`src/rtl/control_pkg.sv`:
```
// control_pkg -- shared definitions for the accumulator control block.
// Holds the datapath width and the 4-bit opcode encoding used by
// control (register file + output port) and control_alu (next-state logic).
package control_pkg;

    localparam int DATA_W = 4;

    typedef enum logic [3:0] {
        OP_NOP  = 4'b0000,
        OP_AND  = 4'b0001,
        OP_OR   = 4'b0010,
        OP_XOR  = 4'b0011,
        OP_MOVB = 4'b0100,
        OP_ADD  = 4'b0101,
        OP_IN   = 4'b0110,
        OP_SUB  = 4'b0111,
        OP_OUT  = 4'b1000,
        OP_CLR  = 4'b1001,
        OP_NOT  = 4'b1010,
        OP_SWAP = 4'b1011,
        OP_SHL  = 4'b1100,
        OP_SHR  = 4'b1101,
        OP_INC  = 4'b1110,
        OP_DEC  = 4'b1111
    } opcode_t;

endpackage

```
`src/rtl/control_alu.sv`:
```
// control_alu -- purely combinational next-state logic for control.
// Ports:
//   a, b      current accumulator / B register
//   portin    external data, consumed only by IN
//   opcode    instruction being executed this cycle
//   a_next    candidate new A (valid when a_we)
//   b_next    candidate new B (valid when b_we)
//   carry     candidate new carry flag (valid when c_we)
//   a_we      A is written (also means the zero flag is refreshed)
//   b_we      B is written
//   c_we      carry flag is written
//   out_we    output port loads the current A
module control_alu
    import control_pkg::*;
(
    input  logic [DATA_W-1:0] a,
    input  logic [DATA_W-1:0] b,
    input  logic [DATA_W-1:0] portin,
    input  opcode_t           opcode,
    output logic [DATA_W-1:0] a_next,
    output logic [DATA_W-1:0] b_next,
    output logic              carry,
    output logic              a_we,
    output logic              b_we,
    output logic              c_we,
    output logic              out_we
);

    always_comb begin
        a_next = a;
        b_next = b;
        carry  = 1'b0;
        a_we   = 1'b0;
        b_we   = 1'b0;
        c_we   = 1'b0;
        out_we = 1'b0;
        case (opcode)
            OP_NOP: ;
            OP_AND: begin a_next = a & b; a_we = 1'b1; end
            OP_OR:  begin a_next = a | b; a_we = 1'b1; end
            OP_XOR: begin a_next = a ^ b; a_we = 1'b1; end
            OP_MOVB: begin b_next = a; b_we = 1'b1; end
            // Widened by one bit so the MSB of the sum is the carry out.
            OP_ADD: begin
                {carry, a_next} = {1'b0, a} + {1'b0, b};
                a_we = 1'b1;
                c_we = 1'b1;
            end
            OP_IN: begin a_next = portin; a_we = 1'b1; end
            // A negative widened difference sets the MSB, i.e. the borrow.
            OP_SUB: begin
                {carry, a_next} = {1'b0, a} - {1'b0, b};
                a_we = 1'b1;
                c_we = 1'b1;
            end
            OP_OUT: out_we = 1'b1;
            OP_CLR: begin
                a_next = '0;
                b_next = '0;
                carry  = 1'b0;
                a_we   = 1'b1;
                b_we   = 1'b1;
                c_we   = 1'b1;
            end
            OP_NOT: begin a_next = ~a; a_we = 1'b1; end
            OP_SWAP: begin
                a_next = b;
                b_next = a;
                a_we   = 1'b1;
                b_we   = 1'b1;
            end
            OP_SHL: begin
                {carry, a_next} = {a, 1'b0};
                a_we = 1'b1;
                c_we = 1'b1;
            end
            OP_SHR: begin
                {a_next, carry} = {1'b0, a};
                a_we = 1'b1;
                c_we = 1'b1;
            end
            OP_INC: begin
                {carry, a_next} = {1'b0, a} + {{DATA_W{1'b0}}, 1'b1};
                a_we = 1'b1;
                c_we = 1'b1;
            end
            OP_DEC: begin
                {carry, a_next} = {1'b0, a} - {{DATA_W{1'b0}}, 1'b1};
                a_we = 1'b1;
                c_we = 1'b1;
            end
        endcase
    end

endmodule

```
`src/rtl/control.sv`:
```
// control -- single-cycle accumulator machine: one instruction per clock.
// Ports:
//   clk      system clock, rising edge
//   rst      asynchronous active-high reset (A=B=portout=cflag=0, zflag=1)
//   portin   external data read by IN
//   instr    opcode executed on each rising edge
//   portout  registered output port, loaded by OUT
//   zflag    A == 0 after the last instruction that wrote A
//   cflag    carry/borrow from the last ADD/SUB/INC/DEC/SHL/SHR (cleared by CLR)
module control #(
    parameter int DATA_W = control_pkg::DATA_W
) (
    input  logic              clk,
    input  logic              rst,
    input  logic [DATA_W-1:0] portin,
    input  logic [3:0]        instr,
    output logic [DATA_W-1:0] portout,
    output logic              zflag,
    output logic              cflag
);
    import control_pkg::*;

    logic [DATA_W-1:0] a_reg;
    logic [DATA_W-1:0] b_reg;
    logic [DATA_W-1:0] a_next;
    logic [DATA_W-1:0] b_next;
    logic              carry_next;
    logic              a_we;
    logic              b_we;
    logic              c_we;
    logic              out_we;

    control_alu u_alu (
        .a      (a_reg),
        .b      (b_reg),
        .portin (portin),
        .opcode (opcode_t'(instr)),
        .a_next (a_next),
        .b_next (b_next),
        .carry  (carry_next),
        .a_we   (a_we),
        .b_we   (b_we),
        .c_we   (c_we),
        .out_we (out_we)
    );

    // SWAP is atomic because both registers load from values computed off
    // the pre-edge state in the same clock edge.
    always_ff @(posedge clk or posedge rst) begin
        if (rst) begin
            a_reg   <= '0;
            b_reg   <= '0;
            portout <= '0;
            cflag   <= 1'b0;
            zflag   <= 1'b1;
        end else begin
            if (a_we) begin
                a_reg <= a_next;
                zflag <= (a_next == '0);
            end
            if (b_we) begin
                b_reg <= b_next;
            end
            if (c_we) begin
                cflag <= carry_next;
            end
            if (out_we) begin
                portout <= a_reg;
            end
        end
    end

endmodule

```
`config.mk`:
```
export PLATFORM = sky130hd
export DESIGN_NAME = control
export DESIGN_NICKNAME = d
export VERILOG_FILES = /design/src/rtl/control_pkg.sv /design/src/rtl/control_alu.sv /design/src/rtl/control.sv
export SDC_FILE = /design/constraint.sdc
export NUM_CORES = 1
export LEC_CHECK = 0
export ABC_AREA = 1
export CORE_UTILIZATION = 30
export CTS_BUF_LIST = sky130_fd_sc_hd__clkbuf_2 sky130_fd_sc_hd__clkbuf_4 sky130_fd_sc_hd__clkbuf_8
export DETAILED_ROUTE_END_ITERATION = 7
export GPL_TIMING_DRIVEN = 0
export PLACE_DENSITY = 0.52
export SETUP_SLACK_MARGIN = 0.2
export SYNTH_ARGS = -nofsm -noshare
export SYNTH_HDL_FRONTEND = slang
export SYNTH_SLANG_ARGS = --single-unit
```
`constraint.sdc`:
```
create_clock -name clk -period 3.1 [get_ports clk]
set_clock_uncertainty 0.2 [all_clocks]
set_input_delay 0.62 -clock clk [delete_from_list [all_inputs] [get_ports clk]]
set_output_delay 0.62 -clock clk [all_outputs]
set_load 0.01 [all_outputs]
```
==> results.ini <==
[timing]
tightest_slew_ps = 523.3
tns_ps = 0
maxSlewHeadroom_pct = 64.99
slew_viol_final = 0
fin_crit_ps = 2641
finalHoldWorstSlack_ps = 269.2
final_hold_viol_count = 0
setup_viol = 0
rsz0062_at_grt = false
finalCritPeriodShare_pct = 85.19
fmax_ghz = 0.3787

[synthesis]
ys_ff_latch = 14
synthTopCellsByArea = dfrtp_1 (23%), nand2_1 (19%), ha_1 (12%), nand3_1 (10%), nor2_1 (7.5%)
synth.top_cells.by_count = nand2_1 (73), nand3_1 (29), nor2_1 (28)
synth_top_area_cell = dfrtp_1
ys_seq_area_share_pct = 25.00
yosysWarnings = 0
syn_nets = 248
synth.most_common_cell = nand2_1
synth_top_cell_area_share_pct = 23.13
synthCells = 222
synth_cell_type_count = 22
syn_area_per_cell_um2 = 6.335
synth_top_flop_cell = dfrtp_1
ys_async_sr_fraction_pct = 100.0
synth_edf_count = 0
netlist_area_um2 = 1406

[grt]
first_global_vias = 1329
grt_use_met1_pct = 24.47
antenna_found_initial = 0
grt.total_usage_pct = 17.50
gr-total-overflow = 0
grt_max_degree = 15
grt.busiest_layer = met2
grt_pass1_wl_um = 6686
met3_usage_pct = 1.443
grt_use_met2_pct = 27.94

[outcome]
violations = DRC
status = complete, but fails checks

[clocking]
cts_buffers = 3
cts_root_buffer = clkbuf_8
cts_max_path_buffers = 2
hold_buffers = 0
clock-sinks = 14
cts_tree = done
insertion_delay_ps = 240
path_clk_slew_ps = 60
post-cts-setup-buffers = 0
htree_num_levels = 1
cts_resized = 0

[worst_setup_path]
path_class = reg2reg
ff2ff_setup_slack_ps = 460
startpoint_type = register
rr_worst_depth = 12
timing.rr.end = zflag
r2r-start = a_reg[0]
end_kind = register
required_ps = 3090
cp.arrival_ps = 2630
crit_fanout = 9

[place]
io_buffers = 15
dp.cells = 289
routabilityCongestion = 0.9333
hpwl_um = 3219

[detailed_routing]
dr.pass1.iters = 6
antenna_left = 0
routedWlPerCell_um = 14.29
vias = 1472
drc = 2
viasPerCell = 5.024
drt-total-wl_um = 4186
drt_iter0_markers = 162

[hold_path]
hold_path_end = zflag
hold_class = reg2reg
hold_depth = 2
hold_start = zflag

[pwr]
ir_drop_mv = 0.3163
powerDensity_nw_per_um2 = 593.4
power.leakage_nw = 0.8642

[cells_and_area]
nets = 268
utilization_pct = 37.73
area_growth_pct = 19.22
stdcell_count = 293
drive_above_1_share_pct = 3.320
diodes = 0

[die]
design.die.area_um2 = 4965
io_pins = 16
die_y_um = 70.47
core_um2 = 4444
start_util_pct = 31.64
die_x_um = 70.47
rows = 24

[flow_run]
drv_cap = 0

## power by group
group / leakage, nW / switching [W] / internal, W
Sequential: 0.176 / 0.0000651 / 0.000239
Clock: 0.0288 / 0.0000592 / 0.000112
Combinational: 0.659 / 0.000315 / 0.000204
Total: 0.864 / 0.000440 / 0.000555
## metrics by stage
step	worst slack (ps)	total power (W)	cell area, µm²
final	459.1	0.0009949	1677
after global routing	300.9	0.001084	1677
after CTS	454.5	0.0009992	1677
after detailed placement	453.4	0.0008204	1622
after global placement	423.3	0.0008291	1622
after floorplan	859.8	0.0006367	1406
## critical path, stage by stage, from the launching register on
cell     delay [ps]
dfrtp_1         470
inv_1           290
ha_1            260
inv_1            70
fa_1            390
or2_2           310
nand3_1          90
nand3_1          80
nor2_1          100
nand3_1         100
nor2_1          120
nand2_1          60
nand2_1          60
## placed cells by master, fill, tap and decap left out, drive strengths merged
cell	instances
ha	14
o21ai	7
clkdlybuf4s50	15
nand2	73
nor3	1
inv	24
nand3	29
nor2	28
nand3b	3
clkbuf	4
and3	1
dfrtp	13
o22ai	4
or2	1
buf	2
nand4	6
a21oi	7
a211oi	1
a22oi	1
fa	2
xor2	2
dfstp	1
clkinv	2
## cells by family after synthesis
logic type / count (synthesis) / share of synthesized area (%)
compound gates: 20 / 7.829
xor+xnor: 2 / 1.246
fa+ha+maj: 16 / 15.30
buf+inv: 28 / 7.829
flops: 14 / 25.00
simple gates: 142 / 42.79
## metal layers
metal,share of wire (%),vias to the layer above,wire (µm)
li1,-,761,-
met1,50,651,2103
met2,43,51,1816
met3,4.3,9,181
met4,2.0,0,84
met5,0,-,0
## how the worst max path moves through the flow
stage                  start  endpoint  slack, ps  cells past startpoint
floorplan           a_reg[0]     zflag        860                     12
global placement    instr[1]     zflag        420                     12
detailed placement  instr[1]     zflag        450                     12
CTS                 a_reg[0]     zflag        450                     12
global route        a_reg[0]     zflag        300                     12
finish              a_reg[0]     zflag        460                     12
## area by class of cell
class	count	area, µm²
well taps	52	65.06
repair buffers	15	150.1
fillers	483	2768
flip-flops and latches	14	351.6
plain buffers	2	12.51
inverters	26	97.59
multi-input cells	180	944.7
clock buffers	4	55.05
Note: power is estimated with default switching activity, not from simulation.
